$ cat src/rtl/fir_mac_arbiter_if.sv
// Purpose: bundle of the band request/grant and shared-MAC control signals for fir_mac_arbiter.
// Latency: none; signal bundle only.
// Backpressure: level req held by the band until its done pulse; no other flow control.
interface fir_mac_arbiter_if #(
  parameter int NUM_BANDS = 5,
  parameter int BURST_LEN = 1021,
  parameter int IDX_W     = $clog2(NUM_BANDS),
  parameter int CNT_W     = $clog2(BURST_LEN)
) ();

  logic [NUM_BANDS-1:0] req;
  logic [NUM_BANDS-1:0] gnt;
  logic [IDX_W-1:0]     idx;
  logic                 mac_clr;
  logic                 mac_en;
  logic [CNT_W-1:0]     tap_cnt;
  logic [NUM_BANDS-1:0] done;
  logic                 busy;

  // Arbiter side: consumes requests, drives grant and MAC sequencing.
  modport master (
    input  req,
    output gnt, idx, mac_clr, mac_en, tap_cnt, done, busy
  );

  // Band/MAC side: raises requests, observes grant and MAC sequencing.
  modport slave (
    output req,
    input  gnt, idx, mac_clr, mac_en, tap_cnt, done, busy
  );

endinterface

$ cat src/rtl/fir_mac_arbiter.sv
// Purpose: round-robin arbiter + burst sequencer sharing one FIR MAC among the band filters.
// Latency: CLR one cycle after req is seen in IDLE, then BURST_LEN MAC cycles, then a one-cycle done.
// Backpressure: bands hold level req; dropping req[idx] mid-burst aborts it, no preemption by others.
module fir_mac_arbiter #(
  parameter int NUM_BANDS = 5,
  parameter int BURST_LEN = 1021,
  parameter int IDX_W     = $clog2(NUM_BANDS),
  parameter int CNT_W     = $clog2(BURST_LEN)
) (
  input  logic              clk,
  input  logic              rst_n,
  fir_mac_arbiter_if.master bus
);

  typedef enum logic [1:0] {S_IDLE, S_CLR, S_RUN, S_DONE} state_t;

  localparam logic [CNT_W-1:0]     LAST_TAP  = CNT_W'(BURST_LEN - 1);
  localparam logic [IDX_W-1:0]     LAST_BAND = IDX_W'(NUM_BANDS - 1);
  localparam logic [NUM_BANDS-1:0] ONE_HOT0  = NUM_BANDS'(1);

  state_t           state;
  logic [IDX_W-1:0] ptr;        // highest-priority band for the next scan
  logic             sel_found;
  logic [IDX_W-1:0] sel_idx;

  // Band after b, wrapping to 0 after the last band.
  function automatic logic [IDX_W-1:0] next_band(input logic [IDX_W-1:0] b);
    return (b == LAST_BAND) ? '0 : b + IDX_W'(1);
  endfunction

  // Scan requests starting at the pointer, wrapping modulo NUM_BANDS; first hit wins.
  always_comb begin
    logic [IDX_W-1:0] cand;
    sel_found = 1'b0;
    sel_idx   = '0;
    cand      = '0;
    for (int k = 0; k < NUM_BANDS; k++) begin
      cand = IDX_W'((int'(ptr) + k) % NUM_BANDS);
      if (!sel_found && bus.req[cand]) begin
        sel_found = 1'b1;
        sel_idx   = cand;
      end
    end
  end

  // Burst FSM; every output is a register updated alongside the state.
  always_ff @(posedge clk) begin
    if (!rst_n) begin
      state       <= S_IDLE;
      ptr         <= '0;
      bus.idx     <= '0;
      bus.gnt     <= '0;
      bus.mac_clr <= 1'b0;
      bus.mac_en  <= 1'b0;
      bus.tap_cnt <= '0;
      bus.done    <= '0;
      bus.busy    <= 1'b0;
    end else begin
      case (state)
        S_IDLE: begin
          if (sel_found) begin
            state       <= S_CLR;
            bus.idx     <= sel_idx;
            bus.gnt     <= ONE_HOT0 << sel_idx;
            bus.mac_clr <= 1'b1;
            bus.busy    <= 1'b1;
          end
        end
        S_CLR: begin
          state       <= S_RUN;
          bus.mac_clr <= 1'b0;
          bus.mac_en  <= 1'b1;
          bus.tap_cnt <= '0;
        end
        S_RUN: begin
          if (!bus.req[bus.idx]) begin
            // Band withdrew: drop the burst silently, it still loses priority.
            state       <= S_IDLE;
            ptr         <= next_band(bus.idx);
            bus.idx     <= '0;
            bus.gnt     <= '0;
            bus.mac_en  <= 1'b0;
            bus.tap_cnt <= '0;
            bus.busy    <= 1'b0;
          end else if (bus.tap_cnt == LAST_TAP) begin
            state       <= S_DONE;
            bus.gnt     <= '0;
            bus.mac_en  <= 1'b0;
            bus.tap_cnt <= '0;
            bus.done    <= ONE_HOT0 << bus.idx;
          end else begin
            bus.tap_cnt <= bus.tap_cnt + CNT_W'(1);
          end
        end
        S_DONE: begin
          // Served band becomes lowest priority for the next scan.
          state    <= S_IDLE;
          ptr      <= next_band(bus.idx);
          bus.idx  <= '0;
          bus.done <= '0;
          bus.busy <= 1'b0;
        end
        default: state <= S_IDLE;
      endcase
    end
  end

endmodule
$ cat src/flat_wrapper.sv
// flat-port wrapper written by rule: the top's interface ports become plain ports
module fir_mac_arbiter_flat 
#(
  parameter int NUM_BANDS = 5,
  parameter int BURST_LEN = 1021,
  parameter int IDX_W     = $clog2(NUM_BANDS),
  parameter int CNT_W     = $clog2(BURST_LEN)
)
  (clk, rst_n, bus_req, bus_gnt, bus_idx, bus_mac_clr, bus_mac_en, bus_tap_cnt, bus_done, bus_busy);
  fir_mac_arbiter_if #(.NUM_BANDS(NUM_BANDS), .BURST_LEN(BURST_LEN), .IDX_W(IDX_W), .CNT_W(CNT_W)) bus_i ();
  input  logic clk;
  input  logic rst_n;
  input wire logic [$bits(bus_i.req)-1:0] bus_req;
  output wire logic [$bits(bus_i.gnt)-1:0] bus_gnt;
  output wire logic [$bits(bus_i.idx)-1:0] bus_idx;
  output wire logic [$bits(bus_i.mac_clr)-1:0] bus_mac_clr;
  output wire logic [$bits(bus_i.mac_en)-1:0] bus_mac_en;
  output wire logic [$bits(bus_i.tap_cnt)-1:0] bus_tap_cnt;
  output wire logic [$bits(bus_i.done)-1:0] bus_done;
  output wire logic [$bits(bus_i.busy)-1:0] bus_busy;
  assign bus_i.req = bus_req;
  assign bus_gnt = bus_i.gnt;
  assign bus_idx = bus_i.idx;
  assign bus_mac_clr = bus_i.mac_clr;
  assign bus_mac_en = bus_i.mac_en;
  assign bus_tap_cnt = bus_i.tap_cnt;
  assign bus_done = bus_i.done;
  assign bus_busy = bus_i.busy;
  fir_mac_arbiter #(.NUM_BANDS(NUM_BANDS), .BURST_LEN(BURST_LEN), .IDX_W(IDX_W), .CNT_W(CNT_W)) u_core (.clk(clk), .rst_n(rst_n), .bus(bus_i));
endmodule
$ cat config.mk
export PLATFORM = sky130hd
export DESIGN_NAME = fir_mac_arbiter_flat
export DESIGN_NICKNAME = d
export VERILOG_FILES = /design/src/rtl/fir_mac_arbiter_if.sv /design/src/rtl/fir_mac_arbiter.sv /design/src/flat_wrapper.sv
export SDC_FILE = /design/constraint.sdc
export NUM_CORES = 1
export LEC_CHECK = 0
export BUFFER_PORTS_ARGS = -buffer_cell sky130_fd_sc_hd__buf_2
export CORE_AREA = 2 2 90 127
export DETAILED_ROUTE_END_ITERATION = 10
export DIE_AREA = 0 0 92 129
export PLACE_DENSITY = 0.55
export SYNTH_ARGS = -nofsm -noshare
export SYNTH_HDL_FRONTEND = slang
export SYNTH_SLANG_ARGS = --single-unit
$ cat constraint.sdc
create_clock -name clk -period 11.6 [get_ports clk]
set_clock_uncertainty 0.05 [all_clocks]
set_input_delay 3.48 -clock clk [delete_from_list [all_inputs] [get_ports clk]]
set_output_delay 3.48 -clock clk [all_outputs]
set_load 0.01 [all_outputs]
==> results of run 1 <==
-- area by class of cell --
| cell class | count | area [um2] | area share, % |
|---|---|---|---|
| multi-input combinational | 329 | 2350 | 66.2 |
| sequential | 31 | 621 | 17.5 |
| tap | 141 | 176 | 4.98 |
| timing repair buffer | 33 | 168 | 4.73 |
| clock buffer | 6 | 139 | 3.92 |
| inverter | 24 | 90.1 | 2.54 |
| clock inverter | 1 | 5.00 | 0.141 |
-- cell usage in the layout (no fill, tap or decap), drive strengths merged, types with 3 or more instances in the layout --
master	synthesis	routed
ha	27	27
a221oi	4	4
nand2b	15	15
nand2	38	38
a311oi	3	3
o21ai	16	16
o2111ai	5	5
o211ai	4	4
nor3	8	8
o221ai	3	3
nand3	13	13
o31ai	4	4
clkbuf	8	6
o21bai	3	3
nand4	6	6
mux2i	12	12
inv	24	24
mux2	8	8
a31oi	4	4
nand3b	3	3
o2bb2ai	4	4
xor2	6	6
and2	7	7
o21a	4	4
o22ai	3	3
or3	5	5
nor2	35	35
a21oi	30	30
dfxtp	31	31
and3	5	5
xnor2	13	13
nor2b	6	6
buf	12	33
-- sequential cells by signal, indices dropped and copies added (netlist names) --
signal / cells
u_core.bus.idx: 3
u_core.bus.mac_en: 1
u_core.bus.tap_cnt: 10
u_core.ptr: 3
u_core.state: 2
u_core.bus.done: 5
u_core.bus.busy: 1
u_core.bus.mac_clr: 1
u_core.bus.gnt: 5
-- worst max-delay path by stage --
stage / startpoint / endpoint / depth (start not counted)
final: bus_req[3] / u_core.bus.gnt[1] / 11
after floorplan: bus_req[3] / u_core.bus.busy / 10
after CTS: bus_req[2] / u_core.bus.gnt[0] / 9
after detailed placement: bus_req[2] / u_core.bus.gnt[2] / 9
after global routing: bus_req[3] / u_core.bus.gnt[1] / 11
after global placement: bus_req[2] / u_core.bus.gnt[2] / 9
-- cell families (layout without fill, tap and decap cells) --
| family | Yosys count | after routing | synth area share [%] |
|---|---|---|---|
| buf+inv | 44 | 64 | 6.17 |
| simple gates | 153 | 153 | 25.0 |
| fa+ha+maj | 27 | 27 | 10.7 |
| xor+xnor | 19 | 19 | 5.50 |
| mux | 21 | 21 | 7.48 |
| flops | 31 | 31 | 19.6 |
| compound gates | 109 | 109 | 25.5 |
-- stage by stage --
stage                     hold slack, ns  setup WS, ns  utilization (%)  std cells  power (mW)
after floorplan                    0.426          5.89                -        404       0.599
after global placement             0.388          5.65             31.8        558       0.709
after detailed placement           0.393          5.64             31.8        558       0.713
after CTS                          0.402          5.91             33.1        565       0.844
after global routing               0.426          5.63             33.1        565       0.916
final                              0.402          5.88             33.1        565       0.842
-- worst max-delay path, cell delays in order --
cell and delay, ns:
buf_2 0.17, nand2b_1 0.13, a21oi_1 0.08, o211ai_1 0.29, o31ai_1 0.20, nand2b_1 0.24
nor3_1 0.36, and2_1 0.29, and3_1 0.25, o31a_1 0.22, o2bb2ai_1 0.13
-- power by group --
group / switching, mW / leakage, nW / internal [mW]
clock network: 0.0424 / 0.0727 / 0.0834
logic: 0.342 / 1.09 / 0.227
registers: 0.0210 / 0.252 / 0.127
total: 0.405 / 1.41 / 0.437
-- metal layers --
metal	track usage [%]	part of all wire, %	vias up
met5	0	0	-
met4	6.15	2.9	0
met3	2.58	4.2	17
met2	26.4	52	80
met1	15.9	41	1394
li1	-	-	1512
==> out/metrics.cfg, run 1 <==
[outcome]
status = finished, final reports clean

[floorplanning]
core_um2 = 10700
dieArea_um2 = 11900
ios = 33
row_count = 45
start_util_pct = 29.6
die_y_um = 129
die_width_um = 92

[drt]
routed_wl_mm = 8.46
drt_first_pass_iters = 4
wire_per_inst_um = 15.0
drc = 0
routed_via_density = 5.32
drtIter0Drc = 87
dr_total_vias = 3003
ant_nets = 0

[global_route]
grt_usage_pct = 14.3
overflow = 0
grt_pass1_vias = 2934
grt_start_max_net_pins = 35
grt_pass1_wl_mm = 14.0
antenna_found_initial = 0

[yosys]
ys_seq_area_share_pct = 19.6
synth.net_count = 438
syn_area_per_cell_um2 = 7.83
synthTopCellsByArea = dfxtp_1 20%, ha_1 11%, a21oi_1 4.6%
syn-cell-area_um2 = 3160
synth_common_cells = 38 x nand2_1, 34 x nor2_1, 31 x dfxtp_1, 29 x a21oi_1, 27 x ha_1
synth_top_area_share_pct = 19.6
synth.most_common_cell = nand2_1
yosysWarningCount = 0
synth_edf_count = 0
syn-instance-count = 404
synthFlopType = dfxtp_1
yosysTopAreaCell = dfxtp_1
ys_types = 76
synth_seq_cells = 31
ys_async_sr_fraction_pct = 0

[sta]
grt_setup_unrepaired = no
relSlewSlack_pct = 56.1
finalHoldViolCount = 0
min_period_ns = 5.72
max_slew.worst_pin.slew_ns = 0.658
slew_viol_final = 0
finalSetupTns_ns = 0
setup_violations = 0
timing.fmax_mhz = 175
post-route-period-util_pct = 49.3

[pwr]
peakVddDrop_mv = 0.100
power.static_leakage_nw = 1.41
power.density_nw_per_um2 = 238

[clocking]
path_clk_slew_ns = 0.05
cts_buffer_depth = 2
postCtsSetupBuffers = 0
postCtsHoldBufs = 0
cts-root-buf = clkbuf_16
cts-buffers-inserted = 5
cts_max_level = 2
cts_tree = done
cts_sinks = 31
post_cts_resized = 0
clkLatencyLatePin_ns = 0.27

[layout]
diodes = 0
fill_cells = 1161
syn_to_final_growth_pct = 12.1
nNetsFinal = 458
finalInstanceArea_um2 = 3550
layout-drive-gt1-share_pct = 15.3

[critical_path]
timing.rr.start = u_core.ptr[1]
r2r-end = u_core.bus.gnt[0]
worstRegToRegCells = 14
criticalPathCategory = input pin to register
worstPathArrival_ns = 5.86
r2r_slack_ns = 6.44
end_kind = register
crit_required_ns = 11.75
critPathMaxFanout = 11
start_kind = input pin

[place]
port_buffers = 32
place_area_um2 = 3400
place.gp.congestion = 0.879
place_hpwl_mm = 6.53

[job]
cap_violations = 0

[hold_path]
hold_path_depth = 2
holdCritStartpoint = u_core.bus.done[0]
hold_end = u_core.bus.done[0]
min_path_type = register to register

Note: power is estimated with default switching activity, not from simulation.
==> run 2: changes to the inputs <==
PLACE_DENSITY = 0.56   (was 0.55)
clock period = 4.7 ns   (was 11.6 ns; I/O delays follow)
==> run 2 against run 1 <==
Combinational power rose to 2.5 times the previous value; clock-buffer cell count is 2 higher; setup slack got worse by 5.4 ns; wire length increased by 2.4%; largest power group unchanged; largest cell class unchanged.
==> out/metrics.cfg, run 2 (same netlist as run 1, synthesis figures left out) <==
[clocking]
cts_sinks = 31  ; unchanged
cts-root-buf = clkbuf_16  ; unchanged
cts_buffer_depth = 2  ; unchanged
postCtsSetupBuffers = 0  ; unchanged
cts_tree = done  ; unchanged
path_clk_slew_ns = 0.05  ; about the same
post_cts_resized = 0  ; unchanged
clkLatencyLatePin_ns = 0.28  ; was 0.27 ns
postCtsHoldBufs = 0  ; unchanged
cts-buffers-inserted = 5  ; unchanged
cts_max_level = 2  ; unchanged

[pwr]
internal_power_mw = 1.12  ; was 437 uW
totalPowerFinal_mw = 2.13  ; was 842 uW
power.sequential.fraction_pct = 16.9  ; was 17.6%
p_clk_share_pct = 15.8  ; was 14.9%
sw_frac_of_total_pct = 47.5  ; was 48.1%
comb_power_share_pct = 67.3  ; was 67.5%
p_sw_mw = 1.01  ; was 405 uW
power.density_nw_per_um2 = 588  ; was 238 nW/um2
peakVddDrop_mv = 0.218  ; was 0.100 mV
power.static_leakage_nw = 1.46  ; was 1.41 nW

[sta]
relSlewSlack_pct = 54.6  ; was 56.1%
post-route-period-util_pct = 89.5
finalSetupTns_ns = 0  ; unchanged
max_slew.worst_pin.slew_ns = 0.674  ; was 0.658 ns
slew_viol_final = 0  ; unchanged
setup_violations = 0  ; unchanged
timing.fmax_mhz = 238
min_period_ns = 4.21
grt_setup_unrepaired = no  ; unchanged
finalHoldViolCount = 0  ; unchanged

[global_route]
grt_pass1_wl_mm = 14.2  ; was 14.0 mm
overflow = 0  ; unchanged
grt_usage_pct = 14.7  ; was 14.3%
grtUsageMet2_pct = 27.8  ; was 26.4%
use_met3_pct = 3.16  ; was 2.58%
grt_pass1_vias = 2977  ; was 2934
antenna_found_initial = 0  ; unchanged
busiest_layer = met2  ; unchanged
met1_usage_pct = 16.2  ; was 15.9%
grt_start_max_net_pins = 35  ; unchanged

[critical_path]
worstRegToRegCells = 15  ; was 14
setup.worst_path.start = u_core.ptr[1]  ; was bus_req[3]
crit_cells = 15  ; was 11
end_kind = register  ; unchanged
crit_required_ns = 4.86  ; was 11.75 ns
crit_buf_inv = 2  ; was 1
worstPathCellList = buf_4, ha_1, a21oi_4, inv_2, ha_1, nor2b_1, o21ai_0, a32oi_2, mux2i_1, o221ai_2, o22ai_2, mux2_4, a221o_1, a2111o_1, o2bb2ai_1  ; was buf_2, nand2b_1, a21oi_1, o211ai_1, o31ai_1, nand2b_1, nor3_1, and2_1, and3_1, o31a_1, o2bb2ai_1
critPathSlowestCell = a2111o_1  ; was nor3_1
start_kind = register  ; was input pin
critPathMaxFanout = 13  ; was 11
criticalPathCategory = register to register  ; was input pin to register
critical_path.most_common_cell = ha_1  ; was nand2b_1
timing.rr.start = u_core.ptr[1]  ; unchanged
r2r_slack_ns = 0.49  ; was 6.44 ns
slowest_delay_ns = 0.42  ; was 0.36 ns
critPathTopFamily = compound AO/OA/AOI/OAI gates  ; was simple AND/OR/NAND/NOR gates
r2r-end = u_core.bus.gnt[0]  ; unchanged
worstPathArrival_ns = 4.37  ; was 5.86 ns

[layout]
diodes = 0  ; unchanged
layout-drive-gt1-share_pct = 16.9  ; was 15.3%
nNetsFinal = 466  ; was 458
mostFrequentLayoutCells = 38 x nand2_1, 34 x nor2_1, 32 x buf_2  ; unchanged
top_register = u_core.bus.tap_cnt  ; unchanged
largest_reg_flops = 10  ; unchanged
final_common_cell = nand2_1  ; unchanged
final_cells = 574  ; was 565
finalInstanceArea_um2 = 3620  ; was 3550 um2
reg_top3 = u_core.bus.tap_cnt: 10 flops, u_core.bus.done: 5 flops, u_core.bus.gnt: 5 flops  ; unchanged
syn_to_final_growth_pct = 14.4  ; was 12.1%

[drt]
routed_via_density = 5.26  ; was 5.32
drtIter0Drc = 132  ; was 87
routed_wl_mm = 8.67  ; was 8.46 mm
dr_total_vias = 3022  ; was 3003
drt_first_pass_iters = 4  ; unchanged
drc = 0  ; unchanged
wire_per_inst_um = 15.1  ; was 15.0 um
ant_nets = 0  ; unchanged

[place]
port_buffers = 32  ; unchanged
place_hpwl_mm = 6.72  ; was 6.53 mm
dp_cells = 566  ; was 558
place.gp.congestion = 0.840  ; was 0.879
place_area_um2 = 3460  ; was 3400 um2

[hold_path]
hold_end = u_core.bus.done[0]  ; unchanged
holdCritStartpoint = u_core.bus.done[0]  ; unchanged
min_path_type = register to register  ; unchanged
hold_path_depth = 2  ; unchanged

[floorplanning]
die_width_um = 92  ; unchanged
dieArea_um2 = 11900  ; unchanged
die_y_um = 129  ; unchanged
row_count = 45  ; unchanged
ios = 33  ; unchanged
start_util_pct = 29.6  ; unchanged
core_um2 = 10700  ; unchanged

[job]
cap_violations = 0  ; unchanged

[outcome]
status = finished, final reports clean  ; unchanged

## run 2: changes by cell type in the layout (fill, tap and decap cells not counted), sizes merged
cell,delta
buf,+8
clkbuf,+2
clkinv,-1
## run 2: metrics by stage
stage / hold slack [ns] / worst slack (ns) / util (%)
2_1_floorplan: 0.426 / 0.196 / -
3_3_place_gp: 0.392 / 0.673 / 32.4
3_5_place_dp: 0.395 / 0.519 / 32.4
4_1_cts: 0.403 / 0.482 / 33.8
5_1_grt: 0.427 / 0.215 / 33.8
6_report: 0.399 / 0.493 / 33.8
## run 2: routing by layer
| layer | part of all wire, % | vias to the layer above | routed length (um) |
|---|---|---|---|
| li1 | - | 1524 | - |
| met1 | 42 | 1437 | 3680 |
| met2 | 52 | 50 | 4530 |
| met3 | 3.7 | 11 | 322 |
| met4 | 1.6 | 0 | 136 |
| met5 | 0 | - | 0 |
## run 2: cell type report
| cell class | count | area (um2) |
|---|---|---|
| Fill cell | 1172 | 7080 |
| Clock buffer | 8 | 156 |
| Tap cell | 141 | 176 |
| Sequential cell | 31 | 621 |
| Multi-Input combinational cell | 329 | 2350 |
| Inverter | 24 | 90.1 |
| Timing Repair Buffer | 41 | 228 |
## run 2: worst max path at each step
| stage | endpoint | slack [ns] |
|---|---|---|
| after detailed placement | u_core.bus.gnt[0] | 0.52 |
| after floorplan | u_core.bus.gnt[0] | 0.20 |
| final | u_core.bus.gnt[0] | 0.49 |
| after global routing | u_core.bus.gnt[2] | 0.21 |
| after global placement | u_core.bus.gnt[2] | 0.67 |
| after CTS | u_core.bus.gnt[0] | 0.48 |
## run 2: power by group through the flow
stage / combinational (mW) / sequential [mW] / clock, mW
4_1_cts: 1.43 / 0.360 / 0.347
5_1_grt: 1.59 / 0.369 / 0.361
3_3_place_gp: 1.42 / 0.365 / 0
2_1_floorplan: 1.10 / 0.377 / 0
6_report: 1.43 / 0.358 / 0.337
3_5_place_dp: 1.42 / 0.365 / 0
## run 2: worst register-to-register path, cell delays in order (launching register included)
cell and delay (ns):
dfxtp_1 0.30, buf_4 0.18, ha_1 0.39, a21oi_4 0.32
inv_2 0.12, ha_1 0.30, nor2b_1 0.19, o21ai_0 0.18
a32oi_2 0.24, mux2i_1 0.24, o221ai_2 0.12, o22ai_2 0.26
mux2_4 0.34, a221o_1 0.35, a2111o_1 0.42, o2bb2ai_1 0.12
